--- config.mk ---
export PLATFORM = sky130hd
export DESIGN_NAME = subframe_ctrl
export DESIGN_NICKNAME = d
export VERILOG_FILES = /design/src/rtl/conv_pkg.sv /design/src/rtl/frame_pos_counter.sv /design/src/rtl/subframe_ctrl.sv
export SDC_FILE = /design/constraint.sdc
export NUM_CORES = 1
export LEC_CHECK = 0
export ABC_CLOCK_PERIOD_IN_PS = 2400
export BUFFER_PORTS_ARGS = -buffer_cell sky130_fd_sc_hd__buf_4
export CAP_MARGIN = 25
export CORE_UTILIZATION = 47
export CTS_BUF_LIST = sky130_fd_sc_hd__clkbuf_16
export DETAILED_ROUTE_END_ITERATION = 16
export HOLD_SLACK_MARGIN = 0.12
export PLACE_DENSITY = 0.79
export SYNTH_ARGS = -nofsm -noshare
export SYNTH_HDL_FRONTEND = slang
export SYNTH_SLANG_ARGS = --single-unit
--- constraint.sdc ---
create_clock -name i_clk -period 2.4 [get_ports i_clk]
set_clock_uncertainty 0.15 [all_clocks]
set_input_delay 0.24 -clock i_clk [delete_from_list [all_inputs] [get_ports i_clk]]
set_output_delay 0.24 -clock i_clk [all_outputs]
set_load 0.05 [all_outputs]
--- src/rtl/conv_pkg.sv ---
// Shared definitions for the subframe window sequencing blocks.
package conv_pkg;

  // Controller states for one padded frame
  typedef enum logic [2:0] {
    IDLE,
    CLEAR,
    RUN,
    RESYNC,
    DONE
  } state_t;

  localparam int NB_PIXEL     = 8;
  localparam int PIX_PER_WORD = 4;

  // Number of vertical strips a padded image is split into
  function automatic int strip_count(input int width, input int pix_per_word);
    return width / pix_per_word;
  endfunction

endpackage

--- src/rtl/frame_pos_counter.sv ---
// Row/strip position of the next accepted word; rows wrap into the next strip.
module frame_pos_counter #(
  parameter int IMAGE_HEIGHT = 200,
  parameter int NUM_STRIPS   = 50,
  parameter int NB_ROW       = $clog2(IMAGE_HEIGHT),
  parameter int NB_STRIP     = $clog2(NUM_STRIPS)
) (
  input  logic                clk,
  input  logic                rst,
  input  logic                clear,
  input  logic                advance,
  output logic [NB_ROW-1:0]   row,
  output logic [NB_STRIP-1:0] strip,
  output logic                last_word
);

  localparam logic [NB_ROW-1:0]   ROW_LAST   = NB_ROW'(IMAGE_HEIGHT - 1);
  localparam logic [NB_STRIP-1:0] STRIP_LAST = NB_STRIP'(NUM_STRIPS - 1);

  assign last_word = (row == ROW_LAST) && (strip == STRIP_LAST);

  // Step down the strip one row per word, then move one strip to the right
  always_ff @(posedge clk or posedge rst) begin
    if (rst) begin
      row   <= '0;
      strip <= '0;
    end else if (clear) begin
      row   <= '0;
      strip <= '0;
    end else if (advance) begin
      if (row == ROW_LAST) begin
        row   <= '0;
        strip <= (strip == STRIP_LAST) ? '0 : strip + NB_STRIP'(1);
      end else begin
        row <= row + NB_ROW'(1);
      end
    end
  end

endmodule

--- src/rtl/subframe_ctrl.sv ---
// Sequences the subframe window generator over one padded frame of pixel words.
module subframe_ctrl #(
  parameter int IMAGE_HEIGHT = 200,
  parameter int IMAGE_WIDTH  = 200,
  parameter int PIX_PER_WORD = conv_pkg::PIX_PER_WORD,
  parameter int NB_DATA      = 32,
  parameter int NB_ROW       = $clog2(IMAGE_HEIGHT),
  parameter int NB_STRIP     = $clog2(IMAGE_WIDTH / PIX_PER_WORD)
) (
  input  logic                i_clk,
  input  logic                i_reset,
  input  logic                i_enable,
  input  logic [NB_DATA-1:0]  i_s_tdata,
  input  logic                i_s_tvalid,
  input  logic                i_s_tlast,
  output logic                o_s_tready,
  output logic [NB_DATA-1:0]  o_sf_data,
  output logic                o_sf_valid,
  output logic                o_sf_clear,
  output logic                o_conv_valid,
  input  logic                i_conv_ready,
  output logic [NB_ROW-1:0]   o_row,
  output logic [NB_STRIP-1:0] o_strip,
  output logic                o_frame_done,
  output logic                o_err_tlast
);

  import conv_pkg::state_t;
  import conv_pkg::IDLE;
  import conv_pkg::CLEAR;
  import conv_pkg::RUN;
  import conv_pkg::RESYNC;
  import conv_pkg::DONE;

  localparam int NUM_STRIPS = conv_pkg::strip_count(IMAGE_WIDTH, PIX_PER_WORD);

  state_t              state;
  state_t              next_state;
  logic                acc;
  logic                qual;
  logic                err_set;
  logic [NB_ROW-1:0]   cur_row;
  logic [NB_STRIP-1:0] cur_strip;
  logic                last_word;

  assign o_sf_data  = i_s_tdata;
  assign acc        = i_s_tvalid & o_s_tready;
  assign o_sf_valid = (state == RUN) & acc;
  assign qual       = o_sf_valid & (cur_row >= NB_ROW'(2));

  frame_pos_counter #(
    .IMAGE_HEIGHT (IMAGE_HEIGHT),
    .NUM_STRIPS   (NUM_STRIPS),
    .NB_ROW       (NB_ROW),
    .NB_STRIP     (NB_STRIP)
  ) u_pos (
    .clk       (i_clk),
    .rst       (i_reset),
    .clear     (o_sf_clear),
    .advance   (o_sf_valid),
    .row       (cur_row),
    .strip     (cur_strip),
    .last_word (last_word)
  );

  // Stream ready: stall only while an unconsumed window is pending; RESYNC drains freely
  always_comb begin
    o_s_tready = 1'b0;
    case (state)
      RUN:     o_s_tready = ~o_conv_valid | i_conv_ready;
      RESYNC:  o_s_tready = 1'b1;
      default: o_s_tready = 1'b0;
    endcase
  end

  // Next state, generator clear, framing-error detection and completion pulse
  always_comb begin
    next_state   = state;
    o_sf_clear   = 1'b0;
    o_frame_done = 1'b0;
    err_set      = 1'b0;
    case (state)
      IDLE: begin
        if (i_enable) next_state = CLEAR;
      end
      CLEAR: begin
        o_sf_clear = 1'b1;
        next_state = RUN;
      end
      RUN: begin
        if (acc) begin
          if (last_word) begin
            if (i_s_tlast) begin
              next_state = DONE;
            end else begin
              err_set    = 1'b1;
              next_state = RESYNC;
            end
          end else if (i_s_tlast) begin
            err_set    = 1'b1;
            next_state = IDLE;
          end
        end
      end
      RESYNC: begin
        if (acc && i_s_tlast) next_state = IDLE;
      end
      DONE: begin
        if (!o_conv_valid) begin
          o_frame_done = 1'b1;
          next_state   = IDLE;
        end
      end
      default: next_state = IDLE;
    endcase
  end

  // State register
  always_ff @(posedge i_clk or posedge i_reset) begin
    if (i_reset) state <= IDLE;
    else         state <= next_state;
  end

  // Sticky framing error, wiped when a new frame is armed
  always_ff @(posedge i_clk or posedge i_reset) begin
    if (i_reset)               o_err_tlast <= 1'b0;
    else if (state == CLEAR)   o_err_tlast <= 1'b0;
    else if (err_set)          o_err_tlast <= 1'b1;
  end

  // Window valid and its position; a new qualifying beat wins over consumption
  always_ff @(posedge i_clk or posedge i_reset) begin
    if (i_reset) begin
      o_conv_valid <= 1'b0;
      o_row        <= '0;
      o_strip      <= '0;
    end else if (qual) begin
      o_conv_valid <= 1'b1;
      o_row        <= cur_row;
      o_strip      <= cur_strip;
    end else if (i_conv_ready) begin
      o_conv_valid <= 1'b0;
    end
  end

endmodule

### Word-level counts from Yosys, hierarchy flattened

Cells that the tools add are included.

* add/sub/neg operators: 2
* multipliers: 0
* div/mod/pow operators: 0
* order comparisons: 1
* eq/ne operators: 11
* shifts and indexed selects: 0
* multiplexer cells: 28
* bitwise logic cells: 5
* reduce and logical (&&, ||, !) cells: 9

Operator list (count)
* $mux W6: 4
* $mux W8: 3
* $mux W3: 7
* $pmux W3 S5: 1
* $mux W1: 12
* $add A8 B1 Y8 const B: 1
* $eq A8 B8 Y1 const B: 1
* $ge A8 B2 Y1 const B: 1
* $ne A2 B2 Y1 const B: 4
* $reduce_bool A2 Y1: 4
* $add A6 B1 Y6 const B: 1
* $eq A3 B2 Y1 const B: 2
* $eq A6 B6 Y1 const B: 1
* $reduce_and A5 Y1: 1
* $and A1 B1 Y1: 3
* $eq A3 B1 Y1 const B: 1
* $eq A3 B3 Y1 const B: 1
* $logic_not A3 Y1: 1
* $ne A3 B3 Y1 const B: 1
* $logic_and A1 B1 Y1: 2
* $pmux W1 S2: 1
* $reduce_and A2 Y1: 1
* $not A1 Y1: 1
* $or A1 B1 Y1: 1

* bits in registers: 33
* latch bits: 0
* RAM bits: 0
* bits in read-only memories: 0
* input bits: 38
* output and inout bits: 52
* word-level logic and storage cells: 63
* memories: 0

### Depth between registers and ports, before layout

Gate-level depths: netlist of run 1.

* word-level depth: 8
* mapped depth: 10
* depth with buffers taken out: 10

### Cells and area by module

From an unflattened synthesis of run 1, not the netlist that was laid out.

* cells, all modules: 190
* area, all modules: 2015.7 µm²

Modules (own cells, without submodules)
* subframe_ctrl: instances 1, cells an instance 101, area an instance 1147.4 µm², sequential area each 475.5 µm²
* frame_pos_counter: instances 1, cells an instance 89, area an instance 868.3 µm², sequential area each 350.3 µm²

### Worst setup path before layout of run 1

OpenSTA, ideal clock, no wires.

* kind: register to register
* start: register state[2]
* end: register u_pos.row[5]
* setup time: 77 ps
* data arrival time: 2021 ps
* required time: 2173 ps
* path slack: 152 ps
* cell stages (with the launch flop): 7
* buffers on the path: 2
* period minus slack after synthesis: 2248 ps
* cell sequence: dfrtp_1 -> buf_4 -> nor3b_4 -> a31oi_1 -> buf_2 -> or4_1 -> a21oi_1

* elaborated cells between the ends (all ways): 9
* those cells by class: eq/ne (3); mux (3); bitwise (2); reduce/logical (1)

RTL lines
* from (decl): RTL line subframe_ctrl.sv:37 `state_t state;`
* from (signal assigned): RTL line subframe_ctrl.sv:121 `else state <= next_state;`
* $eq A3 B1 Y1 (*): RTL line subframe_ctrl.sv:82 `case (state)`
* $mux W1 (*): RTL line subframe_ctrl.sv:82
* net o_sf_clear: RTL line subframe_ctrl.sv:19 `output logic o_sf_clear,`
* $mux W8 / $reduce_bool A2 Y1 (equally long branches)
* to (signal assigned): RTL line frame_pos_counter.sv:35 `row <= row + NB_ROW'(1);`
* to (decl): RTL line frame_pos_counter.sv:12 `output logic [NB_ROW-1:0] row,`

Mark *: on every way through the listed nets, which the timed path passes. The rest lies on a longest branch.
A chain may end at the register's enable or synchronous reset.

### Final worst setup path of run 1

* start: register state[2]
* end: output o_sf_valid

* longest elaborated chain between the ends: 4
* elaborated cells between the ends (all ways): 5
* those cells by class: eq/ne (2); mux (1); bitwise (2)

RTL lines
* $eq A3 B2 Y1 (on tied branches): RTL line subframe_ctrl.sv:69, subframe_ctrl.sv:48
* $pmux W1 S2: RTL line subframe_ctrl.sv:69 `case (state)`
* $and A1 B1 Y1: RTL line subframe_ctrl.sv:47 `assign acc = i_s_tvalid & o_s_tready;`
* $and A1 B1 Y1 (*): RTL line subframe_ctrl.sv:48 `assign o_sf_valid = (state == RUN) & acc;`
* to (decl): RTL line subframe_ctrl.sv:18 `output logic o_sf_valid,`

Every way passes the cells marked *; elsewhere a longest branch is shown, timed or not.

==> impl_metrics.tcl, run 1 <==
set metrics [dict create \
    post-route-util_pct 54.7 \
    first_global_vias 1355 \
    rsz0062_at_grt "no" \
    synth_compound_area_share_pct 13.4 \
    start_util_pct 49.4 \
    netlist_top_cells_count "buf_4 (35), dfrtp_1 (33), nand2_1 (14)" \
    netlist_top_cells_area "dfrtp_1 (41%), buf_4 (13%), mux2_2 (6.7%)" \
    status "finished, final reports clean" \
    first_pass_iters 4 \
    numCtsBuffers 5 \
    gr-usage-all-layers_pct 18.7 \
    synth_cells 205 \
    fp.coreArea_um2 4060 \
    synth_top_area_share_pct 41.2 \
    critPathRequiredTime_ns 2.01 \
    die-area_um2 4530 \
    design_area_um2 2220 \
    crit_fanout 10 \
    power_density_nw_per_um2 1180 \
    max_freq_mhz 466 \
    htree_levels 2 \
    yosys_register_bits 33 \
    die_h_um 67.3 \
    crit_end "o_sf_valid" \
    worst_slack_ns 0.254 \
    worstSetupPathType "reg -> out" \
    cp.arrival_ns 1.76 \
    timing.final.hold_violations 0 \
    yosysMostFrequentCell "buf_4" \
    post_dp_cell_area_um2 2070 \
    path_cells "nor3b_1, and3_1, buf_4, buf_4" \
    vias 1454 \
    min_period_over_period_pct 89.4 \
    cts.sinks 33 \
    p_sw_share_pct 41.7 \
    crit_path_start_kind "register" \
    crit_path_frequent_cell "buf_4" \
    place_ws_ns 0.118 \
    io_buffers 25 \
    post-cts-setup-buffers 0 \
    netlist_area_um2 2000 \
    reg2reg_from "u_pos.row[0]" \
    intPower_mw 1.52 \
    cts_tree "done" \
    cp-end-kind "output port" \
    yosys.area_share.adder_pct 4.37 \
    pwr-share-seq_pct 31.7 \
    diodes 0 \
    max-vdd-ir-drop_mv 0.388 \
    clockBufferDepth 2 \
    synth_fp_nets 250 \
    synth_top_area_cell "dfrtp_1" \
    reg2reg_setup_slack_ns 0.27 \
    synth_edf_count 0 \
    nets 255 \
    p_comb_share_pct 45.8 \
    critPathLaunch "state[2]" \
    finalPower_mw 2.61 \
    ioPinCount 90 \
    min_period_ns 2.15 \
    critPathSlowestCell "dfrtp_1" \
    antenna_found_initial 0 \
    yosys.area_share.simple_pct 17.2 \
    synth-xor-area-share_pct 0.437 \
    worst_slew_pin_slew_ns 0.533 \
    yosysUniqueCellTypes 42 \
    drtIter0Drc 121 \
    tns_ns 0 \
    yosysSeqAreaShare_pct 41.2 \
    grt_pass1_wl_mm 6.11 \
    clk_pin_slew_ns 0.05 \
    vias_per_cell 5.57 \
    ant_nets 0 \
    rows 23 \
    grt_remaining_overflow 0 \
    clkPwrFrac_pct 22.5 \
    p_switching_mw 1.09 \
    synth_mux_area_share_pct 7.25 \
    clk_latency_ns 0.28 \
    drive_gt1_share_pct 29.9 \
    die_w_um 67.3 \
    drc 0 \
    synthToLayoutAreaGrowth_pct 10.9 \
    setup_violations 0 \
    drt-total-wl_mm 3.75 \
    hpwl_mm 2.65 \
    p_leak_nw 1.06 \
    cp_slowest_stage_delay_ns 0.50 \
    slew_viol_final 0 \
    root_buffer "clkbuf_16" \
    maxSlewHeadroom_pct 64.0 \
    async_flop_share_pct 100 \
    cap_violations 0 \
    hold_path.class "in -> reg" \
    rr_worst_depth 8 \
    yosysWarnings 0 \
    synth_top_family_by_area "simple AND/OR/NAND/NOR gates" \
    grt_max_degree 34 \
    wl_per_cell_um 14.4 \
    gp_congestion 0.876 \
    synth_ff_type "dfrtp_1" \
    syn_avg_cell_area_um2 9.77 \
    reg2reg_to "state[2]" \
]
-- registers in the layout, summed over array words and instances, names as in the netlist --
register,cells
u_pos.row,8
state,3
o_err_tlast,1
u_pos.strip,6
o_strip,6
o_conv_valid,1
o_row,8
-- power by group through the flow --
stage | clock network, mW | registers [mW] | logic [mW]
4_1_cts | 0.605 | 0.827 | 1.20
3_3_place_gp | 0 | 0.828 | 1.18
5_1_grt | 0.618 | 0.853 | 1.29
3_5_place_dp | 0 | 0.835 | 1.19
2_1_floorplan | 0 | 1.08 | 0.713
6_report | 0.588 | 0.828 | 1.20
-- through the flow --
step | cells | hold WS, ns
2_1_floorplan | 205 | 0.219
3_3_place_gp | 252 | 0.208
3_5_place_dp | 252 | 0.215
4_1_cts | 261 | 0.138
6_report | 261 | 0.139
5_1_grt | 261 | 0.167
-- placed cells by master (no fill, tap or decap), types with 2 or more instances in the layout --
cell type and count:
nor2_1 8, and2b_1 2, clkbuf_16 5, nor2b_1 3, and3_1 2, mux2_2 12
o31ai_1 4, or2_2 3, nand2b_1 3, or4_1 2, o21ai_0 10, nor3b_1 3
buf_4 40, nand3_1 7, a41oi_1 2, a22o_1 4, nor3_1 2, nand2_1 14
a211o_1 2, a21oi_1 7, dfrtp_1 33, inv_1 10, ha_1 7, or3_1 2
nand4_1 5, and2_1 2
-- cells by family after synthesis --
| group | Yosys count |
|---|---|
| AND/OR/NAND/NOR | 62 |
| buffers and inverters | 50 |
| AO/OA/AOI/OAI | 39 |
| flip-flops | 33 |
| multiplexers | 13 |
| adder cells (fa/ha/maj) | 7 |
| XOR/XNOR | 1 |
-- layer usage --
metal	up-vias	global-route usage (%)	part of all wire, %
met5	-	0	0
li1	702	-	-
met2	39	28.9	45
met4	0	10.4	2.3
met3	9	6.08	5.9
met1	704	22.9	46
-- worst min-delay path by stage --
| stage | from | end | slack (ns) | depth (start not counted) |
|---|---|---|---|---|
| after floorplan | i_reset | o_conv_valid | 0.22 | 1 |
| after global placement | i_reset | state[1] | 0.21 | 3 |
| after detailed placement | i_reset | u_pos.strip[3] | 0.22 | 3 |
| after CTS | i_s_tlast | state[0] | 0.14 | 4 |
| after global routing | i_s_tlast | state[0] | 0.17 | 4 |
| final | i_s_tlast | state[0] | 0.14 | 4 |
-- critical path: cells and delay by family, from the launching register on --
| kind | cells | cell delay, ns |
|---|---|---|
| DFF | 1 | 0.50 |
| and+or+nand+nor | 2 | 0.62 |
| buffers and inverters | 2 | 0.36 |
-- final cells by class --
cell class,instances,area (µm²)
clock inverter,3,11.3
clock buffer,5,125
tap,50,62.6
fill,350,1840
sequential,33,826
inverter,7,26.3
multi-input combinational,122,860
timing repair buffer,41,310
-- timing repair --
action                     4_1_cts  5_1_grt
gates resized for setup          0        1
hold endpoints to repair        33        0
setup endpoints to repair        0        1
hold buffers                     1        0
(Power assumes the default switching activity.)
==> inputs of run 2 (changes only) <==
- CORE_UTILIZATION: 47 -> 45
- PLACE_DENSITY: 0.79 -> 0.76
==> run 2 against run 1 <==
Register-to-register slack lost 0.08 ns. Clock-buffer cell count is the same. First-iteration DRC count shrank 52%. Die area grew 4.3%. Sequential power is essentially flat. Worst setup slack lost 0.069 ns. Critical path type is now reg -> reg.
==> impl_metrics.tcl, run 2 (same netlist as run 1, synthesis figures left out) <==
set metrics [dict create \
    cts.sinks 33 \
    io_buffers 25 \
    rsz0062_at_grt "no" \
    layout_commonest_cell "buf_4" \
    busiest_layer "met2" \
    fp.coreArea_um2 4140 \
    min_period_ns 2.21 \
    reg2reg_to "state[2]" \
    worst_slew_pin_slew_ns 0.576 \
    crit_fanout 3 \
    tns_ns 0 \
    numCtsBuffers 5 \
    cp.arrival_ns 2.23 \
    place_ws_ns 0.158 \
    use_met3_pct 5.92 \
    worst_slack_ns 0.185 \
    max-vdd-ir-drop_mv 0.391 \
    min_delay_path_depth 4 \
    root_buffer "clkbuf_16" \
    drt-total-wl_mm 3.92 \
    grt.met1_usage_pct 24.8 \
    clk_latency_ns 0.27 \
    nets 252 \
    wl_per_cell_um 15.2 \
    vias_per_cell 5.68 \
    drc 0 \
    die-area_um2 4720 \
    cp_slowest_stage_delay_ns 0.35 \
    clk_pin_slew_ns 0.05 \
    mostFrequentLayoutCells "buf_4 (37), dfrtp_1 (33), nand2_1 (14)" \
    hpwl_mm 2.75 \
    drtIter0Drc 58 \
    grt_pass1_wl_mm 6.35 \
    setup_violations 0 \
    ioPinCount 90 \
    max_freq_mhz 452 \
    reg2reg_setup_slack_ns 0.19 \
    die_h_um 68.7 \
    slew_viol_final 0 \
    rows 23 \
    first_pass_iters 5 \
    crit_path_start_kind "register" \
    die_w_um 68.7 \
    final_cell_count_no_fill 257 \
    synthToLayoutAreaGrowth_pct 9.56 \
    min_from "i_s_tlast" \
    gr-usage-all-layers_pct 18.6 \
    critPathRequiredTime_ns 2.42 \
    rr_worst_depth 8 \
    min_period_over_period_pct 92.3 \
    clockBufferDepth 2 \
    grt_use_met2_pct 27.3 \
    path_cells "ha_1, and2_1, nand4_1, or2_2, ha_1, a21oi_1, o21ai_0, o41ai_1" \
    p_leak_nw 1.04 \
    finalPower_mw 2.60 \
    start_util_pct 48.3 \
    diodes 0 \
    drive_gt1_share_pct 29.0 \
    cts_tree "done" \
    place_inst 249 \
    holdWs_ns 0.132 \
    status "finished, final reports clean" \
    timing.final.hold_violations 0 \
    nFillCells 385 \
    vias 1461 \
    reg.largest.list "o_row (8), u_pos.row (8)" \
    gp_congestion 0.823 \
    reg2reg_from "u_pos.row[0]" \
    cp-end-kind "register" \
    antenna_found_initial 0 \
    worstSetupPathType "reg -> reg" \
    crit_path_frequent_cell "ha_1" \
    min_to "state[0]" \
    cap_violations 0 \
    critPathSlowestCell "dfrtp_1" \
    htree_levels 2 \
    hold_path.class "in -> reg" \
    ant_nets 0 \
    grt_remaining_overflow 0 \
    maxSlewHeadroom_pct 61.1 \
    grt_max_degree 34 \
    power_density_nw_per_um2 1190 \
    first_global_vias 1326 \
]
==> run 2: changes by cell type in the layout (fill, tap and decap cells not counted), sizes merged <==
cell    before  now
buf         40   37
inv         10    8
clkinv       0    1
==> run 2: power by group <==
group,total [mW],internal (mW),switching (mW)
clock network,0.583,0.370,0.213
registers,0.831,0.701,0.130
logic,1.19,0.437,0.754
==> run 2: area by class of cell <==
type / instances / area [µm²] / share of cell area (%)
Tap cell: 50 / 62.6 / 2.85
Timing Repair Buffer: 38 / 288 / 13.1
Inverter: 7 / 26.3 / 1.20
Clock buffer: 5 / 125 / 5.70
Sequential cell: 33 / 826 / 37.6
Clock inverter: 2 / 7.51 / 0.342
Multi-Input combinational cell: 122 / 860 / 39.2
==> run 2: worst max-delay path: cells and delay by family, from the launching register on <==
kind,cells,cell delay [ns]
adders and majority gates,2,0.39
DFF,1,0.35
and+or+nand+nor,3,0.60
AOI/OAI and AO/OA,3,0.62
==> run 2: stage by stage <==
step	instance area (µm²)	util, %
6_report	2190	53.0
5_1_grt	2190	53.0
3_5_place_dp	2050	49.4
2_1_floorplan	2000	-
4_1_cts	2190	52.8
3_3_place_gp	2050	49.4
==> run 2: layer usage <==
| layer | share of wire, % | vias up |
|---|---|---|
| met3 | 8.1 | 7 |
| met5 | 0 | - |
| met4 | 1.5 | 0 |
| met2 | 45 | 57 |
| li1 | - | 701 |
| met1 | 45 | 696 |
==> run 2: repair_timing <==
action                                  4_1_cts  5_1_grt
endpoints found under the setup margin        0        1
hold buffers                                  1        0
gates resized for setup                       0        1
hold endpoints to repair                     33        0
setup buffers                                 0        0
==> run 2: worst max path at each step <==
stage	startpoint	endpoint	slack, ns	cells after the start
final	u_pos.row[0]	state[2]	0.19	8
after global routing	u_pos.row[0]	state[2]	0.05	8
after CTS	u_pos.row[4]	state[2]	0.16	7
after detailed placement	u_pos.row[4]	state[2]	0.16	7
after global placement	u_pos.row[4]	state[2]	0.24	7
after floorplan	state[2]	u_pos.row[5]	0.15	6
==> inputs of run 3 (changes only) <==
- ABC_CLOCK_PERIOD_IN_PS: 2400 -> 2300
- clock period: 2.4 -> 2.3 ns (I/O delays scaled with it)
==> run 3 against run 2 <==
Worst setup slack got worse by 0.038 ns. Cell count increased by 0.78%. Sequential share of layout area shrank 0.67 points. Register-to-register slack lost 0.04 ns. Total power up 8.8%. Fmax grew 2.9%. Global-route usage fell by 0.86 points. Hold slack worse by 0.0050 ns. Utilization increased by 0.97 points.
==> impl_metrics.tcl, run 3 (same netlist as run 1, synthesis figures left out) <==
set metrics [dict create \
    status "finished, final reports clean" \
    crit_fanout 4 \
    clk_latency_ns 0.28 \
    reg2reg_to "state[2]" \
    critPathSlowestCell "dfrtp_1" \
    drive_gt1_share_pct 30.1 \
    cp-end-kind "register" \
    setup_violations 0 \
    numCtsBuffers 5 \
    worstSetupPathType "reg -> reg" \
    fp.coreArea_um2 4140 \
    reg.largest.list "o_row (8), u_pos.row (8)" \
    timing.final.hold_violations 0 \
    clk_pin_slew_ns 0.05 \
    rr_worst_depth 8 \
    clockBufferDepth 2 \
    grt_remaining_overflow 0 \
    min_from "i_s_tlast" \
    final_cell_count_no_fill 259 \
    cp.arrival_ns 2.17 \
    nets 253 \
    first_global_vias 1274 \
    grt_max_degree 34 \
    start_util_pct 48.3 \
    die_h_um 68.7 \
    gp_congestion 0.822 \
    max-vdd-ir-drop_mv 0.592 \
    rsz0062_at_grt "no" \
    slew_viol_final 0 \
    drc 0 \
    htree_levels 2 \
    hold_path.class "in -> reg" \
    max_freq_mhz 464 \
    mostFrequentLayoutCells "buf_4 (38), dfrtp_1 (33), nand2_1 (14)" \
    drt-total-wl_mm 3.82 \
    io_buffers 25 \
    rows 23 \
    min_to "state[0]" \
    grt.met1_usage_pct 22.0 \
    p_leak_nw 1.05 \
    crit_family "simple AND/OR/NAND/NOR gates" \
    cap_violations 0 \
    tns_ns 0 \
    crit_path_start_kind "register" \
    cp_slowest_stage_delay_ns 0.39 \
    root_buffer "clkbuf_16" \
    antenna_found_initial 0 \
    wl_per_cell_um 14.7 \
    reg2reg_from "u_pos.row[1]" \
    ant_nets 0 \
    worst-path-buf-inv 0 \
    first_pass_iters 4 \
    grt_use_met2_pct 27.0 \
    holdWs_ns 0.127 \
    power_density_nw_per_um2 1270 \
    layout_commonest_cell "buf_4" \
    gr-usage-all-layers_pct 17.8 \
    grt_pass1_wl_mm 6.00 \
    path_cells "ha_2, and2_1, nand4_1, or2_2, ha_1, a21oi_1, o21ai_1, o41ai_1" \
    min_delay_path_depth 4 \
    worst_slew_pin_slew_ns 0.783 \
    cts.sinks 33 \
    drtIter0Drc 53 \
    vias 1465 \
    maxSlewHeadroom_pct 47.8 \
    reg2reg_setup_slack_ns 0.15 \
    busiest_layer "met2" \
    use_met3_pct 6.58 \
    hpwl_mm 2.63 \
    diodes 0 \
    cts_tree "done" \
    vias_per_cell 5.66 \
    place_inst 249 \
    synthToLayoutAreaGrowth_pct 11.6 \
    critPathRequiredTime_ns 2.32 \
    die_w_um 68.7 \
    die-area_um2 4720 \
    ioPinCount 90 \
    min_period_ns 2.15 \
    min_period_over_period_pct 93.6 \
]
## run 3: changes by cell type in the layout (fill, tap and decap cells not counted)
cell and delta:
buf_4 +1, bufinv_16 +1, ha_1 -1, ha_2 +1, o21ai_0 -1, o21ai_1 +1
## run 3: repair_timing
action,in CTS,in global routing
resized for setup,0,3
setup endpoints to repair,0,14
hold buffers,1,0
setup buffers,0,1
endpoints found under the hold margin,33,0
## run 3: worst max-delay path by stage
stage / startpoint / to / slack (ns) / cells past startpoint
2_1_floorplan: state[2] / u_pos.row[5] / 0.05 / 6
3_3_place_gp: u_pos.row[4] / state[2] / 0.12 / 7
3_5_place_dp: u_pos.row[1] / state[2] / 0.02 / 8
4_1_cts: u_pos.row[1] / state[2] / 0.006 / 8
5_1_grt: u_pos.row[1] / state[2] / 0.007 / 8
6_report: u_pos.row[1] / state[2] / 0.15 / 8
## run 3: per-stage QoR
step                util [%]  power [mW]  area (µm²)  worst slack, ns
CTS                     53.6        2.84        2220          0.00617
finish                  53.9        2.83        2230            0.147
floorplan                  -        1.87        2000           0.0516
global placement        49.4        2.07        2050            0.120
global route            53.9        3.00        2230          0.00663
detailed placement      49.4        2.09        2050           0.0154
## run 3: worst min-delay path, cell delays in order
cell,delay (ns)
buf_4,0.10
nand2_1,0.05
nand3_1,0.07
a21oi_1,0.06
## run 3: per-layer routing
| layer | routed length [µm] | part of all wire, % | vias to the layer above |
|---|---|---|---|
| met5 | 0 | 0 | - |
| met1 | 1780 | 47 | 699 |
| met3 | 249 | 6.5 | 7 |
| met4 | 68 | 1.8 | 0 |
| li1 | - | - | 706 |
| met2 | 1720 | 45 | 53 |
## run 3: layout make-up
class | instances | area [µm²]
clock inverter | 3 | 37.5
inverter | 7 | 26.3
clock buffer | 5 | 125
timing repair buffer | 39 | 295
tap | 50 | 62.6
sequential | 33 | 826
multi-input combinational | 122 | 862
fill | 358 | 1910
## run 3: where the power goes
part / switching, mW / total (mW) / internal (mW)
combinational: 0.776 / 1.22 / 0.446
sequential: 0.143 / 0.874 / 0.731
clock: 0.236 / 0.738 / 0.502
total: 1.16 / 2.83 / 1.68
